<file path="src/rtl/serdes_tx_pkg.sv">
// Shared types and constants for the OSERDES transmit word path.
package serdes_tx_pkg;

  typedef enum logic [1:0] {
    ST_IDLE  = 2'd0,
    ST_TRAIN = 2'd1,
    ST_RUN   = 2'd2
  } tx_state_e;

  localparam logic [6:0] PRBS7_SEED   = 7'h7F;
  localparam int         PRBS7_TAP_HI = 6;
  localparam int         PRBS7_TAP_LO = 5;

  localparam logic [7:0] DEF_TRAIN_PATTERN = 8'hA5;
  localparam logic [7:0] DEF_IDLE_WORD     = 8'h00;

  // One PRBS7 (x^7+x^6+1) shift; the new bit lands in bit 0 and is the output bit.
  function automatic logic [6:0] prbs7_step(input logic [6:0] s);
    return {s[5:0], s[PRBS7_TAP_HI] ^ s[PRBS7_TAP_LO]};
  endfunction

endpackage

</file>
<file path="src/rtl/word_fifo.sv">
// Small synchronous FIFO with flush; head word is visible combinationally.
module word_fifo #(
  parameter int DATA_WIDTH = 8,
  parameter int DEPTH      = 4
) (
  input  logic                           clk,
  input  logic                           rst_n,
  input  logic                           flush,
  input  logic                           push,
  input  logic [DATA_WIDTH-1:0]          push_data,
  input  logic                           pop,
  output logic [DATA_WIDTH-1:0]          head_data,
  output logic                           full,
  output logic                           empty,
  output logic [$clog2(DEPTH+1)-1:0]     count
);

  localparam int AW = $clog2(DEPTH);
  localparam int CW = $clog2(DEPTH + 1);

  logic [DATA_WIDTH-1:0] mem [DEPTH];
  logic [AW-1:0]         wr_ptr_reg;
  logic [AW-1:0]         rd_ptr_reg;
  logic [CW-1:0]         count_reg;
  logic                  push_ok;
  logic                  pop_ok;

  assign full      = (count_reg == CW'(DEPTH));
  assign empty     = (count_reg == '0);
  assign count     = count_reg;
  assign head_data = mem[rd_ptr_reg];
  assign push_ok   = push && !full && !flush;
  assign pop_ok    = pop && !empty && !flush;

  always_ff @(posedge clk) begin
    if (push_ok) begin
      mem[wr_ptr_reg] <= push_data;
    end
  end

  // DEPTH is a power of two, so pointers wrap naturally.
  always_ff @(posedge clk or negedge rst_n) begin
    if (!rst_n) begin
      wr_ptr_reg <= '0;
      rd_ptr_reg <= '0;
      count_reg  <= '0;
    end else if (flush) begin
      wr_ptr_reg <= '0;
      rd_ptr_reg <= '0;
      count_reg  <= '0;
    end else begin
      if (push_ok) wr_ptr_reg <= wr_ptr_reg + 1'b1;
      if (pop_ok)  rd_ptr_reg <= rd_ptr_reg + 1'b1;
      case ({push_ok, pop_ok})
        2'b10:   count_reg <= count_reg + 1'b1;
        2'b01:   count_reg <= count_reg - 1'b1;
        default: count_reg <= count_reg;
      endcase
    end
  end

endmodule

</file>
<file path="src/rtl/oserdes_word_gen.sv">
// Parallel word source for an 8:1 OSERDES: training preamble, then PRBS7 or user FIFO payload.
module oserdes_word_gen
  import serdes_tx_pkg::*;
#(
  parameter int                    DATA_WIDTH    = 8,
  parameter int                    FIFO_DEPTH    = 4,
  parameter int                    TRAIN_WORDS   = 64,
  parameter logic [DATA_WIDTH-1:0] TRAIN_PATTERN = DEF_TRAIN_PATTERN,
  parameter logic [DATA_WIDTH-1:0] IDLE_WORD     = DEF_IDLE_WORD
) (
  input  logic                  clk,
  input  logic                  rst_n,
  input  logic                  enable,
  input  logic                  prbs_mode,
  input  logic [DATA_WIDTH-1:0] s_data,
  input  logic                  s_valid,
  output logic                  s_ready,
  output logic [DATA_WIDTH-1:0] d_out,
  output logic                  oce,
  output logic                  training,
  output logic                  underflow,
  output logic [15:0]           underflow_count
);

  localparam int CNT_W = $clog2(TRAIN_WORDS + 1);
  localparam int FCW   = $clog2(FIFO_DEPTH + 1);
  localparam logic [CNT_W-1:0] TRAIN_LAST = CNT_W'(TRAIN_WORDS);

  tx_state_e             state_reg;
  logic [CNT_W-1:0]      train_cnt_reg;
  logic                  mode_reg;
  logic [6:0]            prbs_reg;

  logic [DATA_WIDTH-1:0] fifo_head;
  logic                  fifo_full;
  logic                  fifo_empty;
  logic [FCW-1:0]        fifo_count;
  logic                  push;
  logic                  pop;
  logic                  train_done;
  logic                  payload_cycle;

  logic [6:0]            prbs_chain [DATA_WIDTH+1];
  logic [DATA_WIDTH-1:0] prbs_word;

  // Unrolled PRBS: each bit advances the LFSR once; the state carries into the next word.
  assign prbs_chain[0] = prbs_reg;
  genvar gi;
  generate
    for (gi = 0; gi < DATA_WIDTH; gi++) begin : g_prbs
      assign prbs_chain[gi+1] = prbs7_step(prbs_chain[gi]);
      assign prbs_word[gi]    = prbs_chain[gi+1][0];
    end
  endgenerate

  assign s_ready       = rst_n && enable && !fifo_full;
  assign push          = s_valid && s_ready;
  assign train_done    = (state_reg == ST_TRAIN) && (train_cnt_reg == TRAIN_LAST);
  assign payload_cycle = enable && ((state_reg == ST_RUN) || train_done);
  assign pop           = payload_cycle && !mode_reg && (fifo_count != '0);

  word_fifo #(
    .DATA_WIDTH (DATA_WIDTH),
    .DEPTH      (FIFO_DEPTH)
  ) u_fifo (
    .clk       (clk),
    .rst_n     (rst_n),
    .flush     (!enable),
    .push      (push),
    .push_data (s_data),
    .pop       (pop),
    .head_data (fifo_head),
    .full      (fifo_full),
    .empty     (fifo_empty),
    .count     (fifo_count)
  );

  always_ff @(posedge clk or negedge rst_n) begin
    if (!rst_n) begin
      state_reg       <= ST_IDLE;
      train_cnt_reg   <= '0;
      mode_reg        <= 1'b0;
      prbs_reg        <= PRBS7_SEED;
      d_out           <= IDLE_WORD;
      oce             <= 1'b0;
      training        <= 1'b0;
      underflow       <= 1'b0;
      underflow_count <= '0;
    end else begin
      underflow <= 1'b0;
      if (!enable) begin
        state_reg     <= ST_IDLE;
        train_cnt_reg <= '0;
        d_out         <= IDLE_WORD;
        oce           <= 1'b0;
        training      <= 1'b0;
      end else begin
        case (state_reg)
          ST_IDLE: begin
            state_reg     <= ST_TRAIN;
            mode_reg      <= prbs_mode;
            prbs_reg      <= PRBS7_SEED;
            train_cnt_reg <= CNT_W'(1);
            d_out         <= TRAIN_PATTERN;
            oce           <= 1'b1;
            training      <= 1'b1;
          end
          default: begin
            oce <= 1'b1;
            if (!payload_cycle) begin
              train_cnt_reg <= train_cnt_reg + 1'b1;
              d_out         <= TRAIN_PATTERN;
              training      <= 1'b1;
            end else begin
              // First payload word leaves on the same edge that enters RUN.
              state_reg <= ST_RUN;
              training  <= 1'b0;
              if (mode_reg) begin
                d_out    <= prbs_word;
                prbs_reg <= prbs_chain[DATA_WIDTH];
              end else if (!fifo_empty) begin
                d_out <= fifo_head;
              end else begin
                d_out     <= IDLE_WORD;
                underflow <= 1'b1;
                if (underflow_count != 16'hFFFF) begin
                  underflow_count <= underflow_count + 1'b1;
                end
              end
            end
          end
        endcase
      end
    end
  end

endmodule

</file>
<file path="config.mk">
export PLATFORM = sky130hd
export DESIGN_NAME = oserdes_word_gen
export DESIGN_NICKNAME = d
export VERILOG_FILES = /design/src/rtl/serdes_tx_pkg.sv /design/src/rtl/word_fifo.sv /design/src/rtl/oserdes_word_gen.sv
export SDC_FILE = /design/constraint.sdc
export NUM_CORES = 1
export LEC_CHECK = 0
export BUFFER_PORTS_ARGS = -buffer_cell sky130_fd_sc_hd__buf_2
export CORE_UTILIZATION = 58
export CTS_BUF_LIST = sky130_fd_sc_hd__clkbuf_4 sky130_fd_sc_hd__clkbuf_8 sky130_fd_sc_hd__clkbuf_16
export DETAILED_ROUTE_END_ITERATION = 8
export GPL_TIMING_DRIVEN = 0
export PLACE_DENSITY = 0.8
export SYNTH_ARGS = -nofsm -noshare
export SYNTH_HDL_FRONTEND = slang
export SYNTH_SLANG_ARGS = --single-unit
</file>
<file path="constraint.sdc">
create_clock -name clk -period 2.4 [get_ports clk]
set_input_delay 0.36 -clock clk [delete_from_list [all_inputs] [get_ports clk]]
set_output_delay 0.36 -clock clk [all_outputs]
set_load 0.01 [all_outputs]
</file>
# After elaboration in Yosys (flattened, before gate mapping)
# Memory sizes are Yosys's and may differ from the RTL's.
# Index checks and enable logic that the tools add are counted.
[classes]
n_reduce_logical = 23
muxes = 31
add_sub_neg = 6
n_eq_ne = 12
bitwise_logic = 10
[op_table]
columns = ["op", "n"]
rows = [
  ["7-bit two-way mux", 6],
  ["8-bit two-way mux", 5],
  ["16-bit by 1-bit adder with 16-bit output (second input constant)", 1],
  ["16-bit != test (second input constant)", 1],
  ["2-bit two-way mux", 7],
  ["1-bit logical AND", 11],
  ["1-bit two-way mux", 11],
  ["1-bit XOR", 8],
  ["7-bit by 1-bit adder with 7-bit output (second input constant)", 1],
  ["7-bit equality test (second input constant)", 1],
  ["3-bit by 1-bit != test with 1-bit output (second input constant)", 2],
  ["3-bit one-hot mux with 2 select lines", 1],
  ["6-bit AND reduction", 1],
  ["2-bit by 1-bit adder with 2-bit output (second input constant)", 2],
  ["2-bit by 1-bit equality test with 1-bit output (second input constant)", 2],
  ["2-bit equality test (second input constant)", 2],
  ["2-bit by 1-bit != test with 1-bit output (second input constant)", 2],
  ["2-bit nonzero test", 2],
  ["3-bit by 1-bit adder with 3-bit output (second input constant)", 1],
  ["3-bit equality test (second input constant)", 1],
  ["1-bit logical NOT", 3],
  ["3-bit logical NOT", 1],
  ["3-bit two-way mux", 1],
  ["3-bit by 2-bit != test with 1-bit output (second input constant)", 1],
  ["7 further kinds", 8],
]
[word_totals]
ram_bits = 32
ff_bits = 51
n_memories = 1
out_inout_bits = 28
[memory_table]
columns = ["memory", "words", "width", "rd", "rd_clocked_by_memory_dff", "write_ports", "line_no", "rtl"]
rows = [
  ["u_fifo.mem", 4, 8, 1, 0, 1, "word_fifo.sv:21", "logic [DATA_WIDTH-1:0] mem [DEPTH];"],
]

# Logic depth before layout (Yosys ltp)
# Gate-level depths: netlist (run 1).
[logic_depth]
word_depth = 11
depth_mapped = 11

# By module
# From an unflattened synthesis (run 1), not the netlist that was laid out.
[hier_totals]
cells_unflattened = 304
area_unflattened_um2 = 3838.7
[by_module_without_submodules]
columns = ["module", "area_each_um2", "seq_area_each_um2", "instances", "cells_per_inst"]
rows = [
  ["oserdes_word_gen", 2118.3, 1109.8, 1, 197],
  ["word_fifo", 1720.4, 1136.1, 1, 107],
]

# Worst setup path before layout (run 1)
# No wires, ideal clock.
[synth_timing]
path_kind = "register -> register"
start = "reg train_cnt_reg[2]"
end = "reg u_fifo.count_reg[2] (netlist: u_fifo.count[2])"
arrival_ns = 2.083
required_ns = 2.272
path_stages_with_launch = 10
path_buffers = 0
setup_slack_ns = 0.189
path_cell_list = "dfrtp_1 or4b_4 o22ai_4 nand3_1 nor2_1 fa_1 nand2_1 a211oi_1 a311oi_1 a21boi_0"
[synth_via]
elab_chain_len = 11
[synth_rtl]
columns = ["item", "line_no", "rtl"]
rows = [
  ["start, declared", "oserdes_word_gen.sv:30", "logic [CNT_W-1:0] train_cnt_reg;"],
  ["start signal, assigned", "oserdes_word_gen.sv:111", "train_cnt_reg <= train_cnt_reg + 1'b1;"],
  ["7-bit equality test (*)", "oserdes_word_gen.sv:58", "assign train_done = (state_reg == ST_TRAIN) && (train_cnt_reg == TRAIN_LAST);"],
  ["1-bit logical AND (*)", "oserdes_word_gen.sv:58", ""],
  ["1-bit logical OR (*)", "oserdes_word_gen.sv:59", "assign payload_cycle = enable && ((state_reg == ST_RUN) || train_done);"],
  ["1-bit logical AND (*)", "oserdes_word_gen.sv:59", ""],
  ["1-bit logical AND (*) (2 in a row)", "oserdes_word_gen.sv:60", "assign pop = payload_cycle && !mode_reg && (fifo_count != '0);"],
  ["1-bit logical AND (*) (2 in a row)", "word_fifo.sv:33", "assign pop_ok = pop && !empty && !flush;"],
  ["2-bit by 1-bit equality test with 1-bit output / 2-bit equality test (equally long branches)", "word_fifo.sv:54", "case ({push_ok, pop_ok})"],
  ["3-bit one-hot mux with 2 select lines", "word_fifo.sv:54", ""],
  ["3-bit two-way mux", "word_fifo.sv:47", "end else if (flush) begin"],
  ["end signal, assigned", "word_fifo.sv:55", "2'b10: count_reg <= count_reg + 1'b1;"],
  ["end signal, assigned", "word_fifo.sv:56", "2'b01: count_reg <= count_reg - 1'b1;"],
  ["end signal, assigned", "word_fifo.sv:57", "default: count_reg <= count_reg;"],
  ["end, declared", "word_fifo.sv:24", "logic [CW-1:0] count_reg;"],
]
# Every way passes the cells marked *; elsewhere a longest branch is shown, timed or not.
# A chain may end at the register's enable or synchronous reset.

# Final worst setup path (run 1)
# Same ends and word-level chain as after synthesis.

==> flow_summary.ini, run 1 <==
[run_status]
status = finished, violations left
violations = design-rule violations

[clock_tree]
cts_buffers = 9
path_clk_slew_ns = 0.08
cts_root_buf = clkbuf_8
h-tree-depth = 3
tritoncts = built
cts_sinks = 83
clock_path_buffers = 2
cts_hold_buffers = 0
clk_latency_ns = 0.37

[critical_path]
slowest_delay_ns = 0.54
rrSetupSlack_ns = 0.09
endpoint_kind = flip-flop
path_max_fanout = 7
criticalPathCategory = flip-flop to flip-flop
critical-path-slowest-cell = or4b_4
arrival_ns = 2.56
cp_cell_sequence = or4b_4, o22ai_4, nand3_4, nor2_4, fa_2, nand2_1, a211oi_1, a311oi_1, a21boi_0
worstPathRequired_ns = 2.65
cp_num_buf_inv = 0
cp-start-kind = flip-flop
crit_family = simple AND/OR/NAND/NOR gates

[sta]
slew_viol_final = 0
fmax_mhz = 432
min_period_ns = 2.31
worst-slew-pin-transition_ns = 0.665
fin_tns_setup_ns = 0
slew-limit-headroom = 0.557
finalSetupViolCount = 0
post-route-period-util = 0.964
fin_skew_ns = 0.0114
hold_violations = 0

[drt]
firstDrtPassIters = 6
wl_per_cell_um = 15.7
vias_per_cell = 5.62
drtAntennaViolNets = 0
wirelength_mm = 6.62
drc_errors = 2
first_iter_violations = 129
vias = 2370

[layout]
reg_top3 = u_fifo.mem x32, underflow_count x16, d_out x8
final_nets = 361
largest_reg_flops = 32
areaGrowthSynthToFinish_pct = 13.9
final_core_util = 0.682
num-fill-cells = 444
final_common_cell = dfrtp_1
drive_gt1_frac = 0.287
fin_cells = 422
regMostFlops = u_fifo.mem
antenna_cells = 0
layout_common_cells = dfrtp_1 (42), buf_2 (40), edfxtp_1 (32)

[synth]
synth_nets = 310
synth_cell_types = 49
ys_warn_count = 0
yosysTopAreaCell = dfrtp_1
synth_area_leaders = dfrtp_1 (29%), edfxtp_1 (25%), dfstp_2 (4.8%)
synth_area_mm2 = 0.00380
synth-seq-cells = 83
synth_top_area_frac = 0.290
synth.avg_cell_area_um2 = 13.1
seq_area_frac_synth = 0.591
synthCells = 289

[global_routing]
grt_max_degree = 55
grt_util_all_layers = 0.216
overflow = 0
grt_pass1_wl_mm = 11.5
antenna_found_initial = 0
grt_pass1_vias = 2437

[die]
start_util = 0.598
io_pins = 41
die_area_mm2 = 0.00688
rows = 29
core_area_mm2 = 0.00635
die_x_um = 82.9
die_h_um = 82.9

[job]
maxCapViolCount = 0

[min_path]
worstHoldPathType = input pin to asynchronous set/reset pin

[power_and_ir_drop]
power.total_mw = 2.72
p_leak_nw = 1.83
p_per_area_mw_per_mm2 = 627
vdd_drop_max_uv = 568

[placed_design]
hpwlAfterDp_mm = 4.49
portBuffers = 40
gp_congestion = 0.790
dp_cells = 406
[where the power goes]
group / internal (mW) / switching (mW) / total (mW)
registers: 1.50 / 0.0245 / 1.53
clock network: 0.488 / 0.526 / 1.01
logic: 0.0614 / 0.113 / 0.174
total: 2.05 / 0.663 / 2.72
[cells by family after synthesis]
| family | after synthesis | share of synthesized area |
|---|---|---|
| AOI/OAI and AO/OA | 34 | 0.0616 |
| xor gates and xnor gates | 25 | 0.0576 |
| adders and majority gates | 8 | 0.0283 |
| buffers and inverters | 20 | 0.0250 |
| DFF | 83 | 0.591 |
| muxes | 19 | 0.0790 |
| and+or+nand+nor | 100 | 0.157 |
[per-stage QoR]
| step | setup WS, ns | area (um2) | hold WS [ns] |
|---|---|---|---|
| 2_1_floorplan | 0.189 | 3800 | 0.0644 |
| 3_3_place_gp | -0.625 | 4100 | 0.476 |
| 3_5_place_dp | -0.656 | 4100 | 0.480 |
| 4_1_cts | 0.0420 | 4310 | 0.0349 |
| 5_1_grt | -0.0165 | 4330 | 0.0568 |
| 6_report | 0.0854 | 4330 | 0.0249 |
[per-layer routing]
| metal | wire (um) | vias to the layer above | global-route usage |
|---|---|---|---|
| li1 | - | 1148 | - |
| met1 | 3040 | 1164 | 0.273 |
| met2 | 3230 | 48 | 0.347 |
| met3 | 242 | 10 | 0.0686 |
| met4 | 108 | 0 | 0.0831 |
| met5 | 0 | - | 0 |
[cell usage after synthesis (all sizes together)]
cell type  number
a21oi           3
o31ai           2
xnor2           9
nand4bb         1
and3            5
xor2           16
and2            8
nor4b           1
nor3            6
o22ai           2
or3             2
a311oi          1
nand4           4
or4b            1
ha              7
mux2i           3
edfxtp         32
nor2b           3
inv             9
and4            3
clkbuf          6
a211oi          1
nor2           13
or3b            1
nor4bb          1
a21boi          5
nor3b           2
buf             5
nor4            3
nand2          22
a22oi           7
o211ai          2
and3b           1
dfstp           7
nand2b          8
mux4            8
fa              1
o21ai          10
mux2            8
nand3          15
dfrtp          44
a31oi           1
[path summary, 6_finish.rpt]
path                                                 start                               to  cells after the start
setup / recovery              train_cnt_reg[2]$_DFFE_PN0P_      u_fifo.count[2]$_DFFE_PN0P_                      9
hold / removal                                       rst_n               training$_DFF_PN0_                      1
setup reg to reg              train_cnt_reg[2]$_DFFE_PN0P_      u_fifo.count[2]$_DFFE_PN0P_                      9
hold reg to reg            underflow_count[10]$_DFFE_PN0P_  underflow_count[10]$_DFFE_PN0P_                      1
max in group asynchronous                            rst_n      u_fifo.count[0]$_DFFE_PN0P_                      1
min in group clk                                    enable                    oce$_DFF_PN0_                      1
[cell type report]
type,instances,area [um2],share of cell area
multi-input cells,186,1480,0.342
inverters,9,33.8,0.00781
clock buffers,9,124,0.0286
clock inverters,7,76.3,0.0176
repair buffers,41,210,0.0486
plain buffers,10,57.6,0.0133
flip-flops and latches,83,2250,0.520
well taps,77,96.3,0.0223
[what timing repair did]
item,in CTS,in global routing
pin swaps,1,3
resized for setup,1,7
setup buffers,1,0
endpoints found under the setup margin,1,1
(Power assumes the default switching activity.)
==> run 2: changes to the inputs <==
--- a/config.mk
+++ b/config.mk
@@ -6,11 +6,12 @@
 export NUM_CORES = 1
 export LEC_CHECK = 0
 export BUFFER_PORTS_ARGS = -buffer_cell sky130_fd_sc_hd__buf_2
-export CORE_UTILIZATION = 58
+export CORE_UTILIZATION = 53
 export CTS_BUF_LIST = sky130_fd_sc_hd__clkbuf_4 sky130_fd_sc_hd__clkbuf_8 sky130_fd_sc_hd__clkbuf_16
 export DETAILED_ROUTE_END_ITERATION = 8
 export GPL_TIMING_DRIVEN = 0
-export PLACE_DENSITY = 0.8
+export PLACE_DENSITY = 0.77
 export SYNTH_ARGS = -nofsm -noshare
 export SYNTH_HDL_FRONTEND = slang
+export SYNTH_HIERARCHICAL = 1
 export SYNTH_SLANG_ARGS = --single-unit
==> constraint.sdc (replaced) <==
create_clock -name clk -period 1.95 [get_ports clk]
set_input_delay 0.2925 -clock clk [delete_from_list [all_inputs] [get_ports clk]]
set_output_delay 0.2925 -clock clk [all_outputs]
set_load 0.01 [all_outputs]
==> flow_summary.ini, run 2 <==
[run_status]
status = finished, violations left
violations = negative setup slack

[critical_path]
cp-start-kind = flip-flop
path_max_fanout = 3
crit_path_end = u_fifo/count[1]$_DFFE_PN0P_
rrSetupSlack_ns = -0.36
startpoint = train_cnt_reg[0]$_DFFE_PN0P_
worst-r2r-cell-count = 12
criticalPathCategory = flip-flop to flip-flop
timing.rr.start = train_cnt_reg[0]$_DFFE_PN0P_
arrival_ns = 2.57
r2r-end = u_fifo/count[1]$_DFFE_PN0P_
endpoint_kind = flip-flop
worstPathRequired_ns = 2.21

[sta]
grt_setup_unrepaired = yes
hold_violations = 0
finalSetupViolCount = 37
fmax_mhz = 433
min_period_ns = 2.31
fin_skew_ns = 0.00837
slew_viol_final = 0
worst-slew-pin-transition_ns = 0.574
whs_ns = 0.102
timing.final.ws_setup_ns = -0.360
slew-limit-headroom = 0.616
post-route-period-util = 1.18

[min_path]
worstHoldPathType = input pin to flip-flop
min_path_cells = 1

[die]
die_x_um = 87.1
core_area_mm2 = 0.00691
die_h_um = 87.1
start_util = 0.556
rows = 30
die_area_mm2 = 0.00759
io_pins = 41

[synth]
synth_cell_types = 55
seq_area_frac_synth = 0.585
synthCells = 304
yosys.cell_count.top_type = dfrtp_1
ys_warn_count = 6
synth_top_area_frac = 0.287
synth_area_leaders = dfrtp_1 (29%), edfxtp_1 (25%), dfstp_2 (4.8%)
yosys-top-cells-count = dfrtp_1 (44), edfxtp_1 (32), nor2_1 (27)
yosysTopAreaCell = dfrtp_1
synth-seq-cells = 83
synth_nets = 325
synth_edf_count = 32
synth.avg_cell_area_um2 = 12.6
synth_area_mm2 = 0.00384
yosys_most_used_dff = dfrtp_1
synthArstFlopShare = 0.614

[power_and_ir_drop]
power.total_mw = 3.62
vdd_drop_max_uv = 540
swShare = 0.239
p_leak_nw = 1.99
p_comb_frac = 0.104
clock_power_share = 0.354
p_per_area_mw_per_mm2 = 778
p_seq_frac = 0.541
power_switching_uw = 864
p_int_mw = 2.76

[layout]
regArea_mm2 = 0.00225
layout_common_cells = buf_2 (43), dfrtp_1 (43), edfxtp_1 (32)
reg_top3 = u_fifo/mem x32, underflow_count x16, d_out x8
num-fill-cells = 535
multiInputGateArea_mm2 = 0.00157
regMostFlops = u_fifo/mem
final_nets = 395
largest_reg_flops = 32
areaGrowthSynthToFinish_pct = 21.2
antenna_cells = 0
stdcell_area_mm2 = 0.00465
fin_cells = 475
drive_gt1_frac = 0.359

[clock_tree]
cts_root_buf = clkbuf_8
clk_latency_ns = 0.35
clock_path_buffers = 2
cts_buffers = 9
tritoncts = built
h-tree-depth = 3
path_clk_slew_ns = 0.08
cts_sinks = 83

[placed_design]
placed_area_mm2 = 0.00419
dp_slack_ns = -1.20
hpwlAfterDp_mm = 4.86
portBuffers = 40
dp_cells = 440
gp_congestion = 0.842

[drt]
drc_errors = 0
drtAntennaViolNets = 0
first_iter_violations = 110
vias = 2623
wl_per_cell_um = 15.9
wirelength_mm = 7.54
vias_per_cell = 5.52
firstDrtPassIters = 5

[global_routing]
grt_pass1_vias = 2420
grt_util_all_layers = 0.205
antenna_found_initial = 0
grt_pass1_wl_mm = 11.7
overflow = 0
grt_max_degree = 53

[job]
maxCapViolCount = 0
-- run 2: logic make-up after synthesis --
group / after synthesis / share of synthesized area
flip-flops: 83 / 0.585
multiplexers: 14 / 0.0642
AND/OR/NAND/NOR: 102 / 0.140
adder cells (fa/ha/maj): 8 / 0.0280
buffers and inverters: 24 / 0.0326
AO/OA/AOI/OAI: 48 / 0.0932
XOR/XNOR: 25 / 0.0570
-- run 2: layer usage --
metal | vias to the layer above | wire [um] | GRT usage
li1 | 1241 | - | -
met1 | 1305 | 3340 | 0.277
met2 | 61 | 3680 | 0.324
met3 | 16 | 336 | 0.0389
met4 | 0 | 175 | 0.0954
met5 | - | 0 | 0
-- run 2: cell type report --
class                   count  share of cell area
flip-flops and latches     83               0.483
multi-input cells         197               0.337
repair buffers             60              0.0817
clock buffers              12              0.0352
well taps                  96              0.0258
plain buffers              11              0.0169
clock inverters             4              0.0105
inverters                  12             0.00968
-- run 2: per-stage QoR --
step,util,setup TNS [ns]
after floorplan,-,-0.446
after global placement,0.606,-33.93
after detailed placement,0.606,-36.05
after CTS,0.648,-1.05
after global routing,0.674,-6.24
final,0.674,-1.38
-- run 2: power by group through the flow --
stage | sequential [mW] | combinational, mW | clock (mW)
final | 1.96 | 0.377 | 1.28
after detailed placement | 1.99 | 0.308 | 0
after CTS | 1.95 | 0.322 | 1.31
after floorplan | 2.00 | 0.161 | 0
after global routing | 1.97 | 0.417 | 1.38
after global placement | 1.99 | 0.296 | 0
-- run 2: what timing repair did --
action | 4_1_cts | 5_1_grt
cloned | 0 | 1
setup endpoints to repair | 47 | 58
hold endpoints to repair | 44 | 44
pin swaps | 4 | 5
resized for setup | 15 | 16
setup buffers | 6 | 12
-- run 2: worst min-delay path by stage --
stage / start / endpoint / slack (ns)
6_report: enable / oce$_DFF_PN0_ / 0.10
5_1_grt: enable / oce$_DFF_PN0_ / 0.11
4_1_cts: rst_n / underflow_count[4]$_DFFE_PN0P_ / -0.02
3_5_place_dp: enable / oce$_DFF_PN0_ / 0.45
3_3_place_gp: enable / oce$_DFF_PN0_ / 0.45
2_1_floorplan: rst_n / d_out[0]$_DFF_PN0_ / -0.003
-- run 2: worst max-delay path, cell delays in order (launching register included) --
cell and delay, ns:
dfrtp_1 0.37, inv_1 0.05, ha_2 0.17, and4bb_2 0.24, a21bo_4 0.23, nand2_4 0.07
nor2_4 0.04, nand2b_1 0.12, nor3_2 0.05, fa_1 0.53, o311a_1 0.17, a21oi_2 0.05
nor3_1 0.14
==> run 3: changes to the inputs <==
--- a/config.mk
+++ b/config.mk
@@ -6,7 +6,9 @@
 export NUM_CORES = 1
 export LEC_CHECK = 0
 export BUFFER_PORTS_ARGS = -buffer_cell sky130_fd_sc_hd__buf_2
-export CORE_UTILIZATION = 53
+export CELL_PAD_IN_SITES_DETAIL_PLACEMENT = 0
+export CELL_PAD_IN_SITES_GLOBAL_PLACEMENT = 1
+export CORE_UTILIZATION = 43
 export CTS_BUF_LIST = sky130_fd_sc_hd__clkbuf_4 sky130_fd_sc_hd__clkbuf_8 sky130_fd_sc_hd__clkbuf_16
 export DETAILED_ROUTE_END_ITERATION = 8
 export GPL_TIMING_DRIVEN = 0
==> flow_summary.ini, run 3 (synthesis gave the netlist of run 2 again) <==
[die]
start_util = 0.442
die_h_um = 96.5
die_x_um = 96.5
io_pins = 41
rows = 34
core_area_mm2 = 0.00868
die_area_mm2 = 0.00931

[drt]
first_iter_violations = 106
drtAntennaViolNets = 0
wl_per_cell_um = 15.8
firstDrtPassIters = 4
vias = 2563
drc_errors = 0
vias_per_cell = 5.20
wirelength_mm = 7.79

[run_status]
status = finished, violations left
violations = negative setup slack

[global_routing]
grt_util_all_layers = 0.179
antenna_found_initial = 0
grt_pass1_wl_mm = 12.2
grt_pass1_vias = 2416
busiest_layer = met2
overflow = 0
use_met2 = 0.278
grt_max_degree = 45
use_met3 = 0.0563
use_met1 = 0.245

[clock_tree]
cts_buffers = 9
clock_path_buffers = 2
cts_root_buf = clkbuf_8
tritoncts = built
cts_sinks = 83
h-tree-depth = 3
path_clk_slew_ns = 0.08
clk_latency_ns = 0.35

[layout]
reg_top3 = u_fifo/mem x32, underflow_count x16, d_out x8
drive_gt1_frac = 0.390
multiInputGateArea_mm2 = 0.00162
antenna_cells = 0
final_nets = 401
final_core_util = 0.554
regArea_mm2 = 0.00225
regMostFlops = u_fifo/mem
largest_reg_flops = 32
num-fill-cells = 754
areaGrowthSynthToFinish_pct = 25.2
layout_common_cells = buf_2 (42), dfrtp_1 (42), edfxtp_1 (32)

[sta]
timing.final.ws_setup_ns = -0.351
post-route-period-util = 1.18
whs_ns = 0.103
grt_setup_unrepaired = yes
fmax_mhz = 435
finalSetupViolCount = 19
slew-limit-headroom = 0.621
min_period_ns = 2.30
fin_tns_setup_ns = -1.77
hold_violations = 0
worst-slew-pin-transition_ns = 0.569
fin_skew_ns = 0.00691
slew_viol_final = 0

[power_and_ir_drop]
p_leak_nw = 2.04
vdd_drop_max_uv = 493
p_per_area_mw_per_mm2 = 799

[critical_path]
path_max_fanout = 3
r2r-end = u_fifo/count[1]$_DFFE_PN0P_
worstPathRequired_ns = 2.16
rrSetupSlack_ns = -0.35
arrival_ns = 2.51
worst-r2r-cell-count = 12
timing.rr.start = train_cnt_reg[0]$_DFFE_PN0P_
endpoint_kind = flip-flop
cp-start-kind = flip-flop
criticalPathCategory = flip-flop to flip-flop

[placed_design]
gp_congestion = 0.790
hpwlAfterDp_mm = 4.79
portBuffers = 40

[min_path]
holdPathEnd = oce$_DFF_PN0_
worstHoldPathType = input pin to flip-flop
min_from = enable
min_path_cells = 1

[job]
maxCapViolCount = 0
==> run 3: changes by cell type in the layout (fill, tap and decap cells not counted), moves of 2 or more <==
cell	previous run	this run
buf_4	17	21
clkinv_2	2	0
nor3_4	1	3
nor3_2	3	1
nand3_1	16	13
mux2_4	4	2
nand3_2	0	3
clkinvlp_4	0	2
bufinv_16	1	3
buf_6	6	9
==> run 3: where the power goes <==
group	switching, mW	internal [mW]
combinational	0.206	0.193
clock	0.622	0.867
sequential	0.0710	1.88
total	0.899	2.94
==> run 3: what timing repair did <==
item                                   4_1_cts  5_1_grt
gates resized for setup                     19       24
buffers inserted                             8       15
pin swaps                                    4        8
endpoints found under the hold margin       44        0
hold buffers                                 2        0
setup endpoints to repair                   50       56
==> run 3: layer usage <==
metal,wire length [um],part of all wire,up-vias
li1,-,-,1252
met5,0,0,-
met4,37,0.0047,0
met2,3740,0.48,45
met1,3740,0.48,1262
met3,278,0.036,4
==> run 3: cell type report <==
cell class	count	share of cell area
plain buffers	12	0.0195
well taps	108	0.0281
clock inverters	6	0.0237
multi-input cells	197	0.336
repair buffers	65	0.0882
inverters	12	0.00937
flip-flops and latches	83	0.468
clock buffers	10	0.0273
==> run 3: worst max path at each step <==
stage / from / to / slack (ns)
floorplan: train_cnt_reg[0]$_DFFE_PN0P_ / u_fifo/count[1]$_DFFE_PN0P_ / -0.33
global placement: rst_n / u_fifo/count[1]$_DFFE_PN0P_ / -1.20
detailed placement: rst_n / u_fifo/count[1]$_DFFE_PN0P_ / -1.23
CTS: train_cnt_reg[1]$_DFFE_PN0P_ / u_fifo/count[1]$_DFFE_PN0P_ / -0.39
global route: train_cnt_reg[0]$_DFFE_PN0P_ / u_fifo/count[1]$_DFFE_PN0P_ / -0.48
finish: train_cnt_reg[0]$_DFFE_PN0P_ / u_fifo/count[1]$_DFFE_PN0P_ / -0.35
==> run 3: critical path: stages, from the launching register on <==
cell	delay (ns)
dfrtp_1	0.39
inv_1	0.06
ha_2	0.15
and4bb_2	0.25
a21bo_4	0.15
nand2_4	0.06
nor2_4	0.16
nand2b_4	0.08
nor3_4	0.12
fa_1	0.46
o311a_1	0.14
a21oi_2	0.11
nor3_1	0.05
==> run 3: metrics by stage <==
stage	instances	worst slack (ns)	total power, mW	area [um2]
floorplan	304	-0.327	2.16	3870
global placement	452	-1.20	2.29	4200
detailed placement	452	-1.23	2.30	4200
CTS	478	-0.391	3.82	4590
global route	493	-0.481	4.01	4810
finish	493	-0.351	3.84	4810
